File: src/rtl/data_mem_responder_if.sv
// Request/response channel between the core's data-access port and the memory responder.
// The master modport is the requester (core side) and the slave modport is the memory side.
interface data_mem_responder_if;
  logic        req_valid;
  logic        req_ready;
  logic        req_write;
  logic [31:0] req_addr;
  logic [2:0]  req_funct3;
  logic [31:0] req_wdata;
  logic        rsp_valid;
  logic        rsp_ready;
  logic [31:0] rsp_rdata;
  logic        rsp_err;

  modport master (
    output req_valid, req_write, req_addr, req_funct3, req_wdata, rsp_ready,
    input  req_ready, rsp_valid, rsp_rdata, rsp_err
  );

  modport slave (
    input  req_valid, req_write, req_addr, req_funct3, req_wdata, rsp_ready,
    output req_ready, rsp_valid, rsp_rdata, rsp_err
  );
endinterface

File: src/rtl/data_mem_responder.sv
// Word-organised data RAM with RV32I byte/halfword/word access semantics and a
// configurable number of wait states per access.
module data_mem_responder #(
  parameter int unsigned DEPTH_LOG2  = 6,
  parameter int unsigned WAIT_CYCLES = 2
) (
  input logic                 clk,
  input logic                 rst,
  data_mem_responder_if.slave bus
);

  localparam int unsigned Depth = 1 << DEPTH_LOG2;
  localparam int unsigned CntW  = (WAIT_CYCLES > 0) ? $clog2(WAIT_CYCLES + 1) : 1;

  typedef enum logic [1:0] {StIdle, StBusy, StResp} state_e;

  state_e                  state_q;
  logic [CntW-1:0]         cnt_q;
  logic                    write_q;
  logic [31:0]             addr_q;
  logic [2:0]              funct3_q;
  logic [31:0]             wdata_q;
  logic                    rsp_valid_q;
  logic [31:0]             rsp_rdata_q;
  logic                    rsp_err_q;
  logic [31:0]             mem_q [Depth];

  logic                    sel_write;
  logic [31:0]             sel_addr;
  logic [2:0]              sel_funct3;
  logic [31:0]             sel_wdata;
  logic [DEPTH_LOG2-1:0]   widx;
  logic [31:0]             rd_word;
  logic [31:0]             shifted;
  logic                    illegal;
  logic                    misaligned;
  logic                    acc_err;
  logic [31:0]             load_data;
  logic [3:0]              store_be;
  logic [31:0]             store_data;
  logic                    access_now;
  logic                    unused_addr;

  // With zero wait states the access happens on the accept edge, so it must
  // use the live request fields rather than the not-yet-latched copies.
  always_comb begin
    sel_write  = write_q;
    sel_addr   = addr_q;
    sel_funct3 = funct3_q;
    sel_wdata  = wdata_q;
    if (state_q == StIdle) begin
      sel_write  = bus.req_write;
      sel_addr   = bus.req_addr;
      sel_funct3 = bus.req_funct3;
      sel_wdata  = bus.req_wdata;
    end
  end

  assign widx        = sel_addr[DEPTH_LOG2+1:2];
  assign rd_word     = mem_q[widx];
  assign shifted     = rd_word >> {sel_addr[1:0], 3'b000};
  assign unused_addr = ^sel_addr[31:DEPTH_LOG2+2];

  always_comb begin
    if (sel_write) begin
      illegal = (sel_funct3 > 3'd2);
    end else begin
      illegal = (sel_funct3 == 3'd3) || (sel_funct3 == 3'd6) || (sel_funct3 == 3'd7);
    end
    misaligned = ((sel_funct3[1:0] == 2'd1) && sel_addr[0]) ||
                 ((sel_funct3[1:0] == 2'd2) && (sel_addr[1:0] != 2'd0));
    acc_err = illegal || misaligned;
  end

  always_comb begin
    load_data = '0;
    case (sel_funct3)
      3'd0:    load_data = {{24{shifted[7]}}, shifted[7:0]};
      3'd1:    load_data = {{16{shifted[15]}}, shifted[15:0]};
      3'd2:    load_data = shifted;
      3'd4:    load_data = {24'h0, shifted[7:0]};
      3'd5:    load_data = {16'h0, shifted[15:0]};
      default: load_data = '0;
    endcase
  end

  always_comb begin
    store_be   = 4'b0000;
    store_data = sel_wdata;
    case (sel_funct3[1:0])
      2'd0: begin
        store_be   = 4'b0001 << sel_addr[1:0];
        store_data = {4{sel_wdata[7:0]}};
      end
      2'd1: begin
        store_be   = sel_addr[1] ? 4'b1100 : 4'b0011;
        store_data = {2{sel_wdata[15:0]}};
      end
      2'd2: begin
        store_be   = 4'b1111;
        store_data = sel_wdata;
      end
      default: store_be = 4'b0000;
    endcase
  end

  always_comb begin
    access_now = 1'b0;
    if (state_q == StIdle) begin
      access_now = bus.req_valid && (WAIT_CYCLES == 0);
    end else if (state_q == StBusy) begin
      access_now = (cnt_q == '0);
    end
  end

  assign bus.req_ready = (state_q == StIdle) && !rst;
  assign bus.rsp_valid = rsp_valid_q;
  assign bus.rsp_rdata = rsp_rdata_q;
  assign bus.rsp_err   = rsp_err_q;

  always_ff @(posedge clk) begin
    if (rst) begin
      state_q     <= StIdle;
      cnt_q       <= '0;
      write_q     <= 1'b0;
      addr_q      <= '0;
      funct3_q    <= '0;
      wdata_q     <= '0;
      rsp_valid_q <= 1'b0;
      rsp_rdata_q <= '0;
      rsp_err_q   <= 1'b0;
      for (int i = 0; i < Depth; i++) begin
        mem_q[i] <= '0;
      end
    end else begin
      case (state_q)
        StIdle: begin
          if (bus.req_valid) begin
            write_q  <= bus.req_write;
            addr_q   <= bus.req_addr;
            funct3_q <= bus.req_funct3;
            wdata_q  <= bus.req_wdata;
            cnt_q    <= CntW'(WAIT_CYCLES);
            state_q  <= (WAIT_CYCLES == 0) ? StResp : StBusy;
          end
        end
        StBusy: begin
          if (cnt_q == '0) begin
            state_q <= StResp;
          end else begin
            cnt_q <= cnt_q - 1'b1;
          end
        end
        StResp: begin
          if (bus.rsp_ready) begin
            state_q     <= StIdle;
            rsp_valid_q <= 1'b0;
            rsp_rdata_q <= '0;
            rsp_err_q   <= 1'b0;
          end
        end
        default: state_q <= StIdle;
      endcase

      // Read sample / store commit on the edge that enters StResp.
      if (access_now) begin
        rsp_valid_q <= 1'b1;
        rsp_err_q   <= acc_err;
        rsp_rdata_q <= (sel_write || acc_err) ? 32'h0 : load_data;
        if (sel_write && !acc_err) begin
          for (int b = 0; b < 4; b++) begin
            if (store_be[b]) begin
              mem_q[widx][8*b +: 8] <= store_data[8*b +: 8];
            end
          end
        end
      end
    end
  end

endmodule

File: src/flat_wrapper.sv
// flat-port wrapper written by rule: the top's interface ports become plain ports
module data_mem_responder_flat 
#(
  parameter int unsigned DEPTH_LOG2  = 6,
  parameter int unsigned WAIT_CYCLES = 2
)
  (clk, rst, bus_req_valid, bus_req_write, bus_req_addr, bus_req_funct3, bus_req_wdata, bus_rsp_ready, bus_req_ready, bus_rsp_valid, bus_rsp_rdata, bus_rsp_err);
  data_mem_responder_if bus_i ();
  input logic clk;
  input logic rst;
  input wire logic [$bits(bus_i.req_valid)-1:0] bus_req_valid;
  input wire logic [$bits(bus_i.req_write)-1:0] bus_req_write;
  input wire logic [$bits(bus_i.req_addr)-1:0] bus_req_addr;
  input wire logic [$bits(bus_i.req_funct3)-1:0] bus_req_funct3;
  input wire logic [$bits(bus_i.req_wdata)-1:0] bus_req_wdata;
  input wire logic [$bits(bus_i.rsp_ready)-1:0] bus_rsp_ready;
  output wire logic [$bits(bus_i.req_ready)-1:0] bus_req_ready;
  output wire logic [$bits(bus_i.rsp_valid)-1:0] bus_rsp_valid;
  output wire logic [$bits(bus_i.rsp_rdata)-1:0] bus_rsp_rdata;
  output wire logic [$bits(bus_i.rsp_err)-1:0] bus_rsp_err;
  assign bus_i.req_valid = bus_req_valid;
  assign bus_i.req_write = bus_req_write;
  assign bus_i.req_addr = bus_req_addr;
  assign bus_i.req_funct3 = bus_req_funct3;
  assign bus_i.req_wdata = bus_req_wdata;
  assign bus_i.rsp_ready = bus_rsp_ready;
  assign bus_req_ready = bus_i.req_ready;
  assign bus_rsp_valid = bus_i.rsp_valid;
  assign bus_rsp_rdata = bus_i.rsp_rdata;
  assign bus_rsp_err = bus_i.rsp_err;
  data_mem_responder #(.DEPTH_LOG2(DEPTH_LOG2), .WAIT_CYCLES(WAIT_CYCLES)) u_core (.clk(clk), .rst(rst), .bus(bus_i));
endmodule
File: config.mk
export PLATFORM = sky130hd
export DESIGN_NAME = data_mem_responder_flat
export DESIGN_NICKNAME = d
export VERILOG_FILES = /design/src/rtl/data_mem_responder_if.sv /design/src/rtl/data_mem_responder.sv /design/src/flat_wrapper.sv
export SDC_FILE = /design/constraint.sdc
export NUM_CORES = 2
export LEC_CHECK = 0
export ABC_AREA = 1
export CAP_MARGIN = 20
export CELL_PAD_IN_SITES_DETAIL_PLACEMENT = 1
export CELL_PAD_IN_SITES_GLOBAL_PLACEMENT = 2
export CORE_MARGIN = 2
export CORE_UTILIZATION = 42
export CTS_CLUSTER_SIZE = 25
export DETAILED_ROUTE_END_ITERATION = 10
export DONT_BUFFER_PORTS = 1
export GPL_TIMING_DRIVEN = 1
export PLACE_DENSITY = 0.86
export SLEW_MARGIN = 5
export SYNTH_ARGS = -nofsm -noshare
export SYNTH_HDL_FRONTEND = slang
export SYNTH_SLANG_ARGS = --single-unit
export TNS_END_PERCENT = 1
File: constraint.sdc
create_clock -name clk -period 3.5 [get_ports clk]
set_input_delay 0.525 -clock clk [delete_from_list [all_inputs] [get_ports clk]]
set_output_delay 0.525 -clock clk [all_outputs]
set_load 0.03 [all_outputs]
==> results.tsv <==
metric	value	unit
Post-synth EDFFs	2048	
switching share of power	31.3	%
H-tree levels	4	
clock root buffer	clkbuf_16	
Psw	0.0212	W
Core ar.	229000	sq um
initial DRC count	8009	
final hold viol count	0	
Tcrit/Tclk final	101	%
Initial Utilization	42.1	%
DR WL/cell	26.6	um
violated checks	negative setup slack	
share of the synthesized area in the top cell type	63.6	%
post-synthesis mux area share	0.0518	%
Area after DPL	109000	sq um
Synth Area in XOR/XNOR	0	%
Worst R2R Path Depth	21	
Remaining DRCs	0	
CP Launch Type	flop	
first-pass GRT wire length	538	mm
Seq/Total Area, Yosys	65.3	%
commonest cells in the netlist	nor2_1 (3,809), nand2_1 (2,058), edfxtp_1 (2,048), o21ai_0 (651), clkbuf_1 (357)	
Synth-to-Final Area Change	21.6	%
DP HPWL	252	mm
Netlist cell types	40	
FF/Latch Area	63100	sq um
worst slew pin tran	1130	ps
Setup crit end kind	flop	
gr ovfl total	0	
leading area contributor after synthesis	edfxtp_1	
Synth Instances	10200	
layout cell share with drive strength beyond 1	14.8	%
worst endpoint required time	4250	ps
syn nets	10300	
row count	176	
pwr dens	578	nW/um^2
dpl cells	13500	
Synthesis Warnings	0	
GPL Wtd Cong	0.912	
post-synthesis simple-gate area fraction	25.6	%
worst vdd ir	0.000548	V
Slew Viols, Final	0	
Compound-Gate Fraction of Synth Area	5.45	%
Die Span Y	484	um
fillcell total	25300	
final setup fails	1	
Non-Filler Instances	14000	
hold crit path type	in -> reg	
Die Width	484	um
Vias	79300	
status	finished with violations	
num ports	107	
vias in the first global route	81600	
Max FO, Critical Path	10	
largest net degree at the start of global routing	104	
Max Cap Viol	0	
Critical Path AT	4290	ps
Synth async-reset ratio	0	%
via/cell ratio	5.65	
Multi-input gate area	30800	sq um
Mapped Area	96600	sq um
unrepaired setup endpoints after global routing	true	
ys flop type	edfxtp_1	
Total Wirelength	374	mm
Reg clk slew, reported paths	60	ps
hold path depth	3	
largest cells by area after synthesis	edfxtp_1 (64%), nor2_1 (15%), nand2_1 (8.0%)	
Max Freq	283	MHz
total CTS buffers	228	
fin crit period	3540	ps
post-synthesis average cell area	9.46	sq um
GR Util All Layers	31.0	%
Cell Int Power	0.0466	W
DRT Pass-1 Iters	8	
most frequent cell after synthesis	nor2_1	
Worst-Skew Late Latency	870	ps
Core Util, Final	51.2	%
post-synthesis register bit count	2130	
CP Class	reg -> reg	
CTS tree	done	
combinational power share	21.7	%
max_slew headroom	24.5	%
clk sinks	2130	
Layout Skew	49.9	ps
nets	10900	
slack of the critical path	-39.5	ps
fin area	117000	sq um
clock share of power	35.5	%
P_leak	48.1	nW
initial antenna violation count	5	
combinational family with the most area after synthesis	simple AND/OR/NAND/NOR gates	
Final ANT Viol Nets	0	
post-synthesis adder-cell area fraction	0.0129	%
Die Area	234000	sq um
Clock Tree Buf Depth	3	
port bufs	0	
sequential share of power	42.8	%
logic make-up after synthesis:
family,after synthesis
fa+ha+maj,1
simple gates,6314
compound gates,978
mux,5
buf+inv,788
flops,2130
what timing repair did:
item,4_1_cts,5_1_grt
hold endpoints to repair,80,0
setup endpoints to repair,202,856
hold buffers,49,0
buffers inserted,3,12
resized for setup,20,121
pin swaps,5,7
cloned,1,9
through the flow:
step / hold WS [ps] / TNS, ps / total power, W / worst slack, ps
2_1_floorplan: 426 / 0 / 0.0361 / 666
3_3_place_gp: 435 / -13120 / 0.0432 / -535
3_5_place_dp: 449 / -17120 / 0.0436 / -551
4_1_cts: 72.6 / -197 / 0.0675 / -29.4
5_1_grt: 161 / -446 / 0.0698 / -75.7
6_report: 152 / -39.5 / 0.0679 / -39.5
area by class of cell:
| class | instances | area share (%) |
|---|---|---|
| Antenna cell | 2 | 0.00426 |
| Inverter | 123 | 0.399 |
| Multi-Input combinational cell | 7299 | 26.2 |
| Timing Repair Buffer | 1037 | 10.2 |
| Clock inverter | 134 | 1.08 |
| Tap cell | 3026 | 3.22 |
| Sequential cell | 2130 | 53.7 |
| Clock buffer | 284 | 5.09 |
cell usage in the layout, fill, tap and decap left out, drive strengths merged:
cell / n
a211oi: 5
a21oi: 103
a2bb2oi: 1
a31oi: 1
buf: 980
bufinv: 22
clkbuf: 293
clkinv: 102
clkinvlp: 5
dfxtp: 82
diode: 2
dlygate4sd3: 48
edfxtp: 2048
ha: 1
inv: 128
mux2i: 5
nand2: 2185
nand3: 169
nand3b: 25
nand4: 54
nor2: 3846
nor3: 25
o21ai: 676
o21bai: 1
o221a: 3
o22a: 16
o22ai: 172
or2: 11
state kept, by name (all words and copies together), names as in the netlist:
name	cells
u_core.bus.rsp_rdata	32
u_core.funct3_q	3
u_core.bus.rsp_valid	1
u_core.write_q	1
u_core.bus.rsp_err	1
u_core.addr_q	8
u_core.state_q	2
u_core.mem_q	2048
u_core.wdata_q	32
u_core.cnt_q	2
path summary, 6_finish.rpt:
check	startpoint	to	slack, ps
worst max-delay path	u_core.state_q[1]	u_core.bus.rsp_rdata[12]	-40
worst min-delay path	rst	u_core.wdata_q[7]	150
worst max register to register	u_core.state_q[1]	u_core.bus.rsp_rdata[12]	-40
worst min register to register	u_core.write_q	u_core.write_q	470
power groups by stage:
stage | sequential [W] | combinational, W | clock [W]
finish | 0.0290 | 0.0147 | 0.0241
global route | 0.0291 | 0.0155 | 0.0252
CTS | 0.0290 | 0.0142 | 0.0243
detailed placement | 0.0296 | 0.0140 | 0
global placement | 0.0295 | 0.0137 | 0
floorplan | 0.0294 | 0.00668 | 0
layer usage:
metal	vias to the layer above	wire, um	track usage [%]
met5	-	11	0
met3	843	28400	4.70
met1	40300	144000	39.2
li1	35000	-	-
met4	2	23300	16.8
met2	3143	178000	51.3
critical path, cell delays in order (launching register included):
cell	delay (ps)
dfxtp_2	350
o21ai_0	340
nand2_4	210
nor2_4	360
buf_4	310
nand2_4	160
buf_12	190
nor2_1	100
nor2_1	60
nand2_1	80
o21ai_0	150
buf_4	170
nand2_1	60
nor2_1	50
buf_4	140
nand2_1	80
buf_4	190
nand2_1	110
nand3_1	130
nand2_1	70
nand2_1	60
a21oi_1	60
(Power assumes the default switching activity.)
